--- src/rtl/instr_issue_unit_if.sv ---
// Issue-side bus of the instruction issue unit: the instruction handshake
// toward decode plus the branch-resolution feedback from the datapath.
interface instr_issue_unit_if #(
    parameter int ADDR_W = 4
);
    logic              instr_valid;
    logic              instr_ready;
    logic [7:0]        instr;
    logic [1:0]        opcode;
    logic [ADDR_W-1:0] pc;
    logic              br_resolve;
    logic              br_taken;

    // Issue unit side
    modport master (
        output instr_valid,
        output instr,
        output opcode,
        output pc,
        input  instr_ready,
        input  br_resolve,
        input  br_taken
    );

    // Decode / datapath side
    modport slave (
        input  instr_valid,
        input  instr,
        input  opcode,
        input  pc,
        output instr_ready,
        output br_resolve,
        output br_taken
    );
endinterface

--- src/rtl/instr_issue_unit.sv ---
// Instruction fetch/issue unit: loadable 8-bit program memory, program
// counter, valid/ready issue of one instruction per cycle, and a stall on
// each branch until the datapath resolves it.
module instr_issue_unit #(
    parameter int ADDR_W = 4
) (
    input  logic              clk,
    input  logic              reset_n,
    input  logic              load_en,
    input  logic [ADDR_W-1:0] load_addr,
    input  logic [7:0]        load_data,
    input  logic [ADDR_W-1:0] prog_len,
    input  logic              start,
    instr_issue_unit_if.master bus,
    output logic              busy,
    output logic              halted
);
    localparam int DEPTH = 1 << ADDR_W;

    localparam logic [1:0] S_IDLE = 2'd0;
    localparam logic [1:0] S_RUN  = 2'd1;
    localparam logic [1:0] S_WAIT = 2'd2;
    localparam logic [1:0] S_HALT = 2'd3;

    logic [1:0]        state, state_nxt;
    logic [ADDR_W-1:0] pc_q, pc_nxt;
    logic [7:0]        mem [0:DEPTH-1];
    logic [7:0]        cur_instr;
    logic [ADDR_W-1:0] seq_next;
    logic [ADDR_W-1:0] br_target;
    logic              is_branch;
    logic              load_ok;

    // Branch target: pc + 1 + sign-extended 2-bit offset (-2..+1), wrapping
    // modulo the memory depth. Not-taken is simply pc + 1.
    function automatic logic [ADDR_W-1:0] branch_target(
        input logic [ADDR_W-1:0] base,
        input logic [1:0]        imm,
        input logic              taken
    );
        logic signed [ADDR_W-1:0] offset;
        offset = taken ? {{(ADDR_W-2){imm[1]}}, imm} : '0;
        return base + ADDR_W'(1) + $unsigned(offset);
    endfunction

    assign cur_instr = mem[pc_q];
    assign is_branch = (cur_instr[7:6] == 2'b11);
    assign seq_next  = pc_q + ADDR_W'(1);
    assign br_target = branch_target(pc_q, cur_instr[1:0], bus.br_taken);
    assign load_ok   = load_en && ((state == S_IDLE) || (state == S_HALT));

    assign bus.instr_valid = (state == S_RUN);
    assign bus.instr       = cur_instr;
    assign bus.opcode      = cur_instr[7:6];
    assign bus.pc          = pc_q;
    assign busy            = (state == S_RUN) || (state == S_WAIT);
    assign halted          = (state == S_HALT);

    // Program memory write port; contents survive reset on purpose so a
    // loaded program can be rerun after a reset.
    always_ff @(posedge clk) begin
        if (load_ok) begin
            mem[load_addr] <= load_data;
        end
    end

    // Next-state and next-PC decision for the issue sequencer.
    always_comb begin
        state_nxt = state;
        pc_nxt    = pc_q;
        case (state)
            S_IDLE, S_HALT: begin
                if (start) begin
                    pc_nxt    = '0;
                    state_nxt = (prog_len == '0) ? S_HALT : S_RUN;
                end
            end
            S_RUN: begin
                if (bus.instr_ready) begin
                    if (is_branch) begin
                        state_nxt = S_WAIT;
                    end else if ((seq_next >= prog_len) || (seq_next == '0)) begin
                        // Falling off the end (or wrapping) halts with pc on
                        // the last issued instruction.
                        state_nxt = S_HALT;
                    end else begin
                        pc_nxt = seq_next;
                    end
                end
            end
            S_WAIT: begin
                if (bus.br_resolve) begin
                    pc_nxt    = br_target;
                    state_nxt = (br_target >= prog_len) ? S_HALT : S_RUN;
                end
            end
            default: state_nxt = S_IDLE;
        endcase
    end

    // Sequencer state and program counter.
    always_ff @(posedge clk or negedge reset_n) begin
        if (!reset_n) begin
            state <= S_IDLE;
            pc_q  <= '0;
        end else begin
            state <= state_nxt;
            pc_q  <= pc_nxt;
        end
    end
endmodule

--- src/flat_wrapper.sv ---
// flat-port wrapper written by rule: the top's interface ports become plain ports
module instr_issue_unit_flat 
#(
    parameter int ADDR_W = 4
)
  (clk, reset_n, load_en, load_addr, load_data, prog_len, start, busy, halted, bus_instr_valid, bus_instr, bus_opcode, bus_pc, bus_instr_ready, bus_br_resolve, bus_br_taken);
  instr_issue_unit_if #(.ADDR_W(ADDR_W)) bus_i ();
  input  logic clk;
  input  logic reset_n;
  input  logic load_en;
  input  logic [ADDR_W-1:0] load_addr;
  input  logic [7:0] load_data;
  input  logic [ADDR_W-1:0] prog_len;
  input  logic start;
  output logic busy;
  output logic halted;
  output wire logic [$bits(bus_i.instr_valid)-1:0] bus_instr_valid;
  output wire logic [$bits(bus_i.instr)-1:0] bus_instr;
  output wire logic [$bits(bus_i.opcode)-1:0] bus_opcode;
  output wire logic [$bits(bus_i.pc)-1:0] bus_pc;
  input wire logic [$bits(bus_i.instr_ready)-1:0] bus_instr_ready;
  input wire logic [$bits(bus_i.br_resolve)-1:0] bus_br_resolve;
  input wire logic [$bits(bus_i.br_taken)-1:0] bus_br_taken;
  assign bus_instr_valid = bus_i.instr_valid;
  assign bus_instr = bus_i.instr;
  assign bus_opcode = bus_i.opcode;
  assign bus_pc = bus_i.pc;
  assign bus_i.instr_ready = bus_instr_ready;
  assign bus_i.br_resolve = bus_br_resolve;
  assign bus_i.br_taken = bus_br_taken;
  instr_issue_unit #(.ADDR_W(ADDR_W)) u_core (.clk(clk), .reset_n(reset_n), .load_en(load_en), .load_addr(load_addr), .load_data(load_data), .prog_len(prog_len), .start(start), .bus(bus_i), .busy(busy), .halted(halted));
endmodule
--- config.mk ---
export PLATFORM = sky130hd
export DESIGN_NAME = instr_issue_unit_flat
export DESIGN_NICKNAME = d
export VERILOG_FILES = /design/src/rtl/instr_issue_unit_if.sv /design/src/rtl/instr_issue_unit.sv /design/src/flat_wrapper.sv
export SDC_FILE = /design/constraint.sdc
export NUM_CORES = 1
export LEC_CHECK = 0
export CORE_UTILIZATION = 25
export DETAILED_ROUTE_END_ITERATION = 12
export GPL_TIMING_DRIVEN = 0
export PLACE_DENSITY = 0.42
export SLEW_MARGIN = 10
export SYNTH_ARGS = -nofsm -noshare
export SYNTH_HDL_FRONTEND = slang
export SYNTH_SLANG_ARGS = --single-unit
export TNS_END_PERCENT = 30
--- constraint.sdc ---
create_clock -name clk -period 3.15 [get_ports clk]
set_input_delay 0.4725 -clock clk [delete_from_list [all_inputs] [get_ports clk]]
set_output_delay 0.4725 -clock clk [all_outputs]
set_load 0.05 [all_outputs]
==> results of run 1 <==
==> sequential cells by signal, summed over array words and instances, names as in the netlist <==
| register | flops |
|---|---|
| u_core.state | 2 |
| u_core.mem | 128 |
| u_core.bus.pc | 4 |
==> power groups by stage <==
| stage | combinational (W) | sequential (W) | clock (W) |
|---|---|---|---|
| after global routing | 0.00332 | 0.00208 | 0.00196 |
| after global placement | 0.00286 | 0.00212 | 0 |
| after detailed placement | 0.00287 | 0.00212 | 0 |
| after CTS | 0.00301 | 0.00208 | 0.00189 |
| after floorplan | 0.00195 | 0.00217 | 0 |
| final | 0.00308 | 0.00208 | 0.00185 |
==> synth_stat cells (6+ instances only) <==
cell	n
mux2i_1	25
mux4_2	14
mux4_1	6
clkbuf_1	8
nand2_1	11
o21ai_0	6
a22oi_1	10
ha_1	15
nor3_1	6
nor2_1	20
edfxtp_1	128
a221oi_1	10
dfrtp_1	6
inv_1	15
==> what timing repair did <==
item                       4_1_cts  5_1_grt
setup endpoints to repair       14        7
hold endpoints to repair         0        0
pin swaps                        7        8
setup buffers                    7        1
gates resized for setup         39       16
==> per-layer routing <==
layer / up-vias / routed length [um] / part of all wire, %
li1: 1505 / - / -
met2: 67 / 7050 / 50
met1: 1698 / 6450 / 45
met5: - / 0 / 0
met3: 13 / 512 / 3.6
met4: 0 / 222 / 1.6
==> final timing paths <==
| path | from | end | cells past startpoint |
|---|---|---|---|
| worst min-delay path | reset_n | u_core.bus.pc[3] | 1 |
| worst min register to register | u_core.state[1] | u_core.state[1] | 1 |
| worst max register to register | u_core.bus.pc[0] | u_core.state[1] | 17 |
| min in group clk | u_core.state[1] | u_core.state[1] | 1 |
| worst max-delay path | u_core.bus.pc[0] | u_core.state[1] | 17 |
| max in group asynchronous | reset_n | u_core.bus.pc[0] | 1 |
==> placed cells by master, fill, tap and decap left out, types with 4 or more instances in the layout <==
cell type	count
buf_4	17
nand2_1	10
clkbuf_16	17
xnor2_1	4
inv_1	14
nand2b_1	5
edfxtp_1	128
nor2_1	20
clkinv_4	5
clkdlybuf4s50_1	29
buf_12	4
mux4_1	5
mux4_2	15
a221oi_1	5
nand3_1	5
clkdlybuf4s15_2	4
mux2i_1	23
clkinv_2	5
o21ai_0	4
ha_1	13
a22oi_1	8
nor3_2	4
==> critical path, stage by stage (launching register included) <==
cell,delay [ns]
dfrtp_2,0.42
buf_12,0.14
buf_12,0.13
buf_12,0.13
mux2i_2,0.15
a221oi_4,0.32
o21ai_2,0.12
nand2_4,0.11
and2_4,0.14
ha_4,0.12
inv_1,0.04
fa_1,0.40
xnor2_2,0.19
ha_1,0.25
nor2b_1,0.13
o21ai_1,0.11
a21oi_1,0.08
mux2_2,0.26
==> per-stage QoR <==
step	cell area [um^2]	util, %	setup slack (ns)	instances
final	7490	32.9	-0.224	738
after detailed placement	6720	29.5	-0.607	698
after global routing	7490	32.9	-0.336	738
after global placement	6680	29.3	-0.640	695
after CTS	7440	32.7	-0.286	737
after floorplan	5900	-	-0.396	343
==> cells by family after synthesis <==
family / Yosys count / share of synthesized area (%)
compound gates: 48 / 6.31
xor+xnor: 6 / 0.902
fa+ha+maj: 16 / 3.57
buf+inv: 33 / 2.88
flops: 134 / 68.6
mux: 49 / 13.2
simple gates: 57 / 4.60
==> cell type report <==
type	count	area share, %
Buffer	17	2.40
Clock inverter	15	1.75
Clock buffer	17	5.68
Multi-Input combinational cell	176	24.4
Inverter	16	0.851
Sequential cell	134	53.3
Timing Repair Buffer	50	6.39
Tap cell	313	5.23
==> impl_metrics.ini, run 1 <==
[status]
status = complete, but fails checks
failed_checks = negative setup slack

[sta]
rsz0062_at_grt = true
fin_ws_ns = -0.224
hold_viol = 0
worstMarginPinSlew_ns = 1.00
fin_crit_sh_pct = 107
finalSetupViolCount = 1
max_slew_margin_pct = 32.8
min_period_ns = 3.37
slew_viol_final = 0
timing.fmax_mhz = 296
setup_tns_ns = -0.224
skew_ns = 0.00908
holdWs_ns = 0.327

[clock_tree]
cts.htree.levels = 4
cts_made_buffers = 17
clk_latency_ns = 0.42
cts_tree = done
cts-root-buf = clkbuf_16
clockBufferDepth = 2
ctsHoldBuffers = 0
path_clk_slew_ns = 0.06
cts.sinks = 134

[power]
clkPwrFrac_pct = 26.4
switching_share_pct = 38.0
vdd_drop_max_v = 0.000460
powerDensity_nw_per_um2 = 936
sequentialPowerShare_pct = 29.6
comb_power_share_pct = 44.0
power_w = 0.00701
leakagePower_nw = 2.53
p_int_w = 0.00435
p_sw_w = 0.00267

[grt]
antenna_found_initial = 0
grt.met1_usage_pct = 15.5
grt.total_usage_pct = 12.5
grt_pass1_vias = 3436
grt.busiest_layer = met2
grt_util_met3_pct = 3.70
met2_usage_pct = 21.2
grt.overflow.total = 0
grt_pass1_wl_mm = 21.1
grt_max_degree = 17

[drt]
antenna_left = 0
drtPass1Iterations = 4
drt_iter0_markers = 166
num_vias = 3283
drc = 0
wl_per_cell_um = 19.3
wl_mm = 14.2
vias_per_cell = 4.45

[floorplan]
initial_core_util_pct = 25.6
ioPinCount = 40
num_rows = 55
die_area_um2 = 23900
coreArea_um2 = 22800
die_x_um = 155
die_h_um = 155

[placement]
gp_congestion = 0.759
hpwlAfterDp_mm = 9.83
io_buffers = 39

[flow_run]
drv_cap = 0

[critical_path]
cp.required_ns = 3.45
critical_path_class = register to register
reg2reg_slack_ns = -0.22
arrival_ns = 3.67
cp_max_fo = 6
critPathLaunchType = register
worstSetupEndpointType = register

[synthesis]
ys_top_cells_by_area = edfxtp_1 66%, mux4_2 5.4%, mux2i_1 4.3%
netlist_area_um2 = 5830
synthesis.nets = 382
synthFlopType = edfxtp_1
ys.warnings.count = 0
synth-seq-cells = 134
syn_inst = 343
avgSynthCellArea_um2 = 17.0
ys_seq_area_share_pct = 68.6
synth.top_cell.area_share_pct = 66.0
synth_cell_types = 46
async_reset_ff_share_pct = 4.48
synth_edf_count = 128
netlist.top_cell.by_area = edfxtp_1

[finish]
layout.nets = 451
regArea_um2 = 4000
multi_input_area_um2 = 1830
fill_cells = 2221
syn2layout_area_growth_pct = 28.7
drive_gt1_share_pct = 27.3
n_antenna_cell = 0

[min_path]
min_path_type = input port to async pin
Power figures use the tool's default switching activity.
==> inputs of run 2 (changes only) <==
--- a/config.mk
+++ b/config.mk
@@ -8,7 +8,7 @@
 export CORE_UTILIZATION = 25
 export DETAILED_ROUTE_END_ITERATION = 12
 export GPL_TIMING_DRIVEN = 0
-export PLACE_DENSITY = 0.42
+export PLACE_DENSITY = 0.4
 export SLEW_MARGIN = 10
 export SYNTH_ARGS = -nofsm -noshare
 export SYNTH_HDL_FRONTEND = slang
==> constraint.sdc (replaced) <==
create_clock -name clk -period 4.22 [get_ports clk]
set_input_delay 0.633 -clock clk [delete_from_list [all_inputs] [get_ports clk]]
set_output_delay 0.633 -clock clk [all_outputs]
set_load 0.05 [all_outputs]
==> impl_metrics.ini, run 2 (synthesis gave the netlist of run 1 again) <==
[floorplan]
initial_core_util_pct = 25.6
ioPinCount = 40
num_rows = 55
die_area_um2 = 23900
die_h_um = 155
coreArea_um2 = 22800
die_x_um = 155

[sta]
slew_viol_final = 0
max_slew_margin_pct = 31.5
hold_viol = 0
worstMarginPinSlew_ns = 1.02
holdWs_ns = 0.505
timing.fmax_mhz = 259
fin_crit_sh_pct = 91.5
rsz0062_at_grt = false
skew_ns = 0.0108
setup_tns_ns = 0
min_period_ns = 3.86
finalSetupViolCount = 0

[finish]
final_core_util_pct = 31.9
final_cell_mix = 128 x edfxtp_1, 36 x clkdlybuf4s50_1, 25 x mux2i_1
layout.nets = 443
largest-register = u_core.mem
drive_gt1_share_pct = 18.0
final_area_um2 = 7260
n_antenna_cell = 0
syn2layout_area_growth_pct = 24.7
largest_reg_flops = 128
final_common_cell = edfxtp_1

[clock_tree]
cts_tree = done
cts.sinks = 134
path_clk_slew_ns = 0.06
cts_made_buffers = 17
ctsHoldBuffers = 0
cts-root-buf = clkbuf_16
cts.htree.levels = 4
clockBufferDepth = 2
postCtsSetupRepairBufs = 0
clk_latency_ns = 0.41

[critical_path]
crit_top_cell = buf_6
reg2reg_slack_ns = 0.38
cp.required_ns = 3.59
worstSetupEndpointType = output port
cp_slowest_stage_delay_ns = 0.81
critical_path_class = register to output port
critPathLaunchType = register
cp_max_fo = 10
crit_chain = buf_6 -> buf_12 -> buf_6 -> buf_4 -> mux2i_1 -> a221oi_1 -> o21ai_0 -> nand2_1 -> clkdlybuf4s50_1
cpMaxStageDelayCell = clkdlybuf4s50_1
arrival_ns = 3.23

[grt]
grt_max_degree = 20
antenna_found_initial = 0
grt_pass1_wl_mm = 21.1
grt_pass1_vias = 3318
grt.overflow.total = 0
grt.total_usage_pct = 12.4

[drt]
wl_mm = 13.8
drc = 0
drt_iter0_markers = 214
vias_per_cell = 4.31
antenna_left = 0
num_vias = 3145
wl_per_cell_um = 19.0
drtPass1Iterations = 4

[power]
vdd_drop_max_v = 0.000373
powerDensity_nw_per_um2 = 695
leakagePower_nw = 2.45

[status]
status = finished, final reports clean

[placement]
place_area_um2 = 6660
gp_congestion = 0.725
hpwlAfterDp_mm = 9.75
io_buffers = 39

[min_path]
min_path_type = input port to async pin

[flow_run]
drv_cap = 0
[run 2: worst max-delay path: cells and delay by family, from the launching register on]
| kind | cells | cell delay (ns) |
|---|---|---|
| DFF | 1 | 0.46 |
| and+or+nand+nor | 1 | 0.11 |
| buffers and inverters | 5 | 1.65 |
| AOI/OAI and AO/OA | 2 | 0.48 |
| muxes | 1 | 0.10 |
[run 2: repair_timing]
item	in CTS	in global routing
endpoints found under the setup margin	6	2
pin swaps	0	0
resized for setup	2	11
[run 2: area by class of cell]
| type | instances | area [um^2] |
|---|---|---|
| multi-input cells | 176 | 1700 |
| inverters | 16 | 60.1 |
| plain buffers | 16 | 111 |
| well taps | 313 | 392 |
| clock inverters | 14 | 163 |
| repair buffers | 43 | 420 |
| flip-flops and latches | 134 | 4000 |
| clock buffers | 17 | 425 |
| fillers | 2227 | 15500 |
[run 2: per-layer routing]
layer	share of wire, %	track usage, %
met1	45	15.9
met2	50	20.8
met3	5.0	3.19
met4	0.41	2.97
met5	0	0
[run 2: final timing paths]
| check | start | end | cells after the start |
|---|---|---|---|
| worst max-delay path | u_core.bus.pc[0] | bus_instr[2] | 9 |
| worst min-delay path | reset_n | u_core.bus.pc[1] | 1 |
| worst max register to register | u_core.bus.pc[2] | u_core.state[1] | 17 |
| worst min register to register | u_core.state[1] | u_core.state[1] | 1 |
| max in group asynchronous | reset_n | u_core.bus.pc[0] | 1 |
| min in group clk | u_core.state[1] | u_core.state[1] | 1 |
[run 2: where the power goes]
group / switching, W / total (W) / internal [W]
clock network: 0.000576 / 0.00146 / 0.000883
registers: 0.0000341 / 0.00155 / 0.00152
logic: 0.00128 / 0.00204 / 0.000760
total: 0.00189 / 0.00505 / 0.00316
[run 2: stage by stage]
step                setup slack, ns  power (W)  instances
global placement             -0.297    0.00365        695
floorplan                    0.0409    0.00301        343
finish                        0.359    0.00505        729
detailed placement           -0.288    0.00365        699
global route                 0.0403    0.00531        729
CTS                         0.00128    0.00511        729
==> inputs of run 3 (changes only) <==
--- a/config.mk
+++ b/config.mk
@@ -5,6 +5,7 @@
 export SDC_FILE = /design/constraint.sdc
 export NUM_CORES = 1
 export LEC_CHECK = 0
+export CORE_MARGIN = 1.5
 export CORE_UTILIZATION = 25
 export DETAILED_ROUTE_END_ITERATION = 12
 export GPL_TIMING_DRIVEN = 0
==> impl_metrics.ini, run 3 (synthesis gave the netlist of run 1 again) <==
[placement]
io_buffers = 39
dpl.cell_count = 699
gp_congestion = 0.733
hpwlAfterDp_mm = 9.79

[clock_tree]
ctsHoldBuffers = 0
path_clk_slew_ns = 0.06
cts.sinks = 134
postCtsSetupRepairBufs = 0
cts.htree.levels = 4
cts-root-buf = clkbuf_16
cts_tree = done
clk_latency_ns = 0.41
cts_made_buffers = 17
clockBufferDepth = 2

[finish]
final_cell_mix = 128 x edfxtp_1, 35 x clkdlybuf4s50_1, 25 x mux2i_1
fill_cells = 2238
syn2layout_area_growth_pct = 24.6
layout.nets = 443
regArea_um2 = 3990
final_cell_count_no_fill = 729
final_common_cell = edfxtp_1
n_antenna_cell = 0
multi_input_area_um2 = 1680
largest-register = u_core.mem
drive_gt1_share_pct = 16.6
largest_reg_flops = 128

[sta]
max_slew_margin_pct = 29.1
worstMarginPinSlew_ns = 1.06
setup_tns_ns = 0
rsz0062_at_grt = true
finalSetupViolCount = 0
holdWs_ns = 0.501
fin_crit_sh_pct = 96.8
hold_viol = 0
min_period_ns = 4.08
timing.fmax_mhz = 245
slew_viol_final = 0
skew_ns = 0.00746

[critical_path]
crit_chain = clkbuf_1 -> nor2b_1 -> clkbuf_1 -> a221oi_1 -> a22oi_1 -> nand2_1 -> and2_1 -> ha_1 -> inv_1 -> fa_1 -> inv_1 -> ha_1 -> a21oi_1 -> nor2b_1 -> o21ai_0 -> a21oi_1 -> mux2_2
critPathLaunchType = register
cp.required_ns = 4.52
cp.depth = 17
rr_worst_depth = 17
critical_path_class = register to register
cp_max_fo = 10
cp_slowest_stage_delay_ns = 0.49
cpMaxStageDelayCell = clkbuf_1
worstSetupEndpointType = register
reg2reg_from = u_core.bus.pc[1]
arrival_ns = 4.38
r2r-end = u_core.state[1]
critPathBufInv = 4
cpLargestDelayFamily = compound AO/OA/AOI/OAI gates
reg2reg_slack_ns = 0.14

[floorplan]
num_rows = 55
ioPinCount = 40
coreArea_um2 = 22800
die_h_um = 156
initial_core_util_pct = 25.6
die_x_um = 156
die_area_um2 = 24200

[drt]
drc = 0
wl_mm = 14.2
antenna_left = 0
num_vias = 3189
drtPass1Iterations = 4
drt_iter0_markers = 204
vias_per_cell = 4.37
wl_per_cell_um = 19.5

[flow_run]
drv_cap = 0

[grt]
grt_pass1_wl_mm = 21.0
antenna_found_initial = 0
grt_pass1_vias = 3324
grt.overflow.total = 0
grt_max_degree = 20
grt.total_usage_pct = 12.3

[power]
powerDensity_nw_per_um2 = 701
power_w = 0.00508
vdd_drop_max_v = 0.000430
leakagePower_nw = 2.45

[status]
status = finished, final reports clean

[min_path]
min_path_type = input port to async pin
run 3: cell count changes in the layout (fill, tap and decap cells not counted), moves of 2 or more:
cell      previous run  this run
clkbuf_2             3         1
clkbuf_1             5         8
inv_6                8         4
a221oi_1             8        10
a221oi_2             2         0
run 3: how the worst max path moves through the flow:
stage,startpoint,end,slack [ns]
global placement,u_core.bus.pc[1],u_core.state[1],-0.27
CTS,u_core.bus.pc[0],bus_instr[4],0.02
finish,u_core.bus.pc[1],u_core.state[1],0.14
detailed placement,u_core.bus.pc[1],u_core.state[1],-0.27
floorplan,u_core.bus.pc[1],u_core.state[1],0.04
global route,u_core.bus.pc[1],u_core.state[1],-0.11
run 3: power breakdown:
group          switching, W  internal, W
registers         0.0000348      0.00152
logic               0.00128     0.000750
clock network      0.000571     0.000934
run 3: what timing repair did:
| action | CTS | global route |
|---|---|---|
| setup endpoints to repair | 4 | 3 |
| resized for setup | 2 | 4 |
| gates cloned | 0 | 0 |
run 3: final cells by class:
cell class                      instances  area share [%]
Timing Repair Buffer                   43            5.83
Sequential cell                       134            55.0
Tap cell                              313            5.40
Clock inverter                         13            2.36
Inverter                               16           0.827
Multi-Input combinational cell        176            23.2
Clock buffer                           18            5.91
Buffer                                 16            1.45
run 3: through the flow:
stage	setup slack [ns]	area [um^2]	util, %
floorplan	0.0409	5830	-
detailed placement	-0.266	6660	29.2
global placement	-0.266	6610	29.0
global route	-0.112	7260	31.9
CTS	0.0200	7250	31.8
finish	0.137	7260	31.9
run 3: per-layer routing:
metal | vias to the layer above | global-route usage (%) | part of all wire, %
met2 | 77 | 20.7 | 50
met1 | 1616 | 15.6 | 45
met5 | - | 0 | 0
met3 | 10 | 3.25 | 4.9
met4 | 0 | 3.27 | 0.79
li1 | 1486 | - | -
run 3: worst register-to-register path: cells and delay by family (launching register included):
kind | cells | cell delay (ns)
compound gates | 5 | 0.89
buf+inv | 4 | 0.88
fa+ha+maj | 3 | 0.81
simple gates | 4 | 0.71
flops | 1 | 0.40
mux | 1 | 0.26
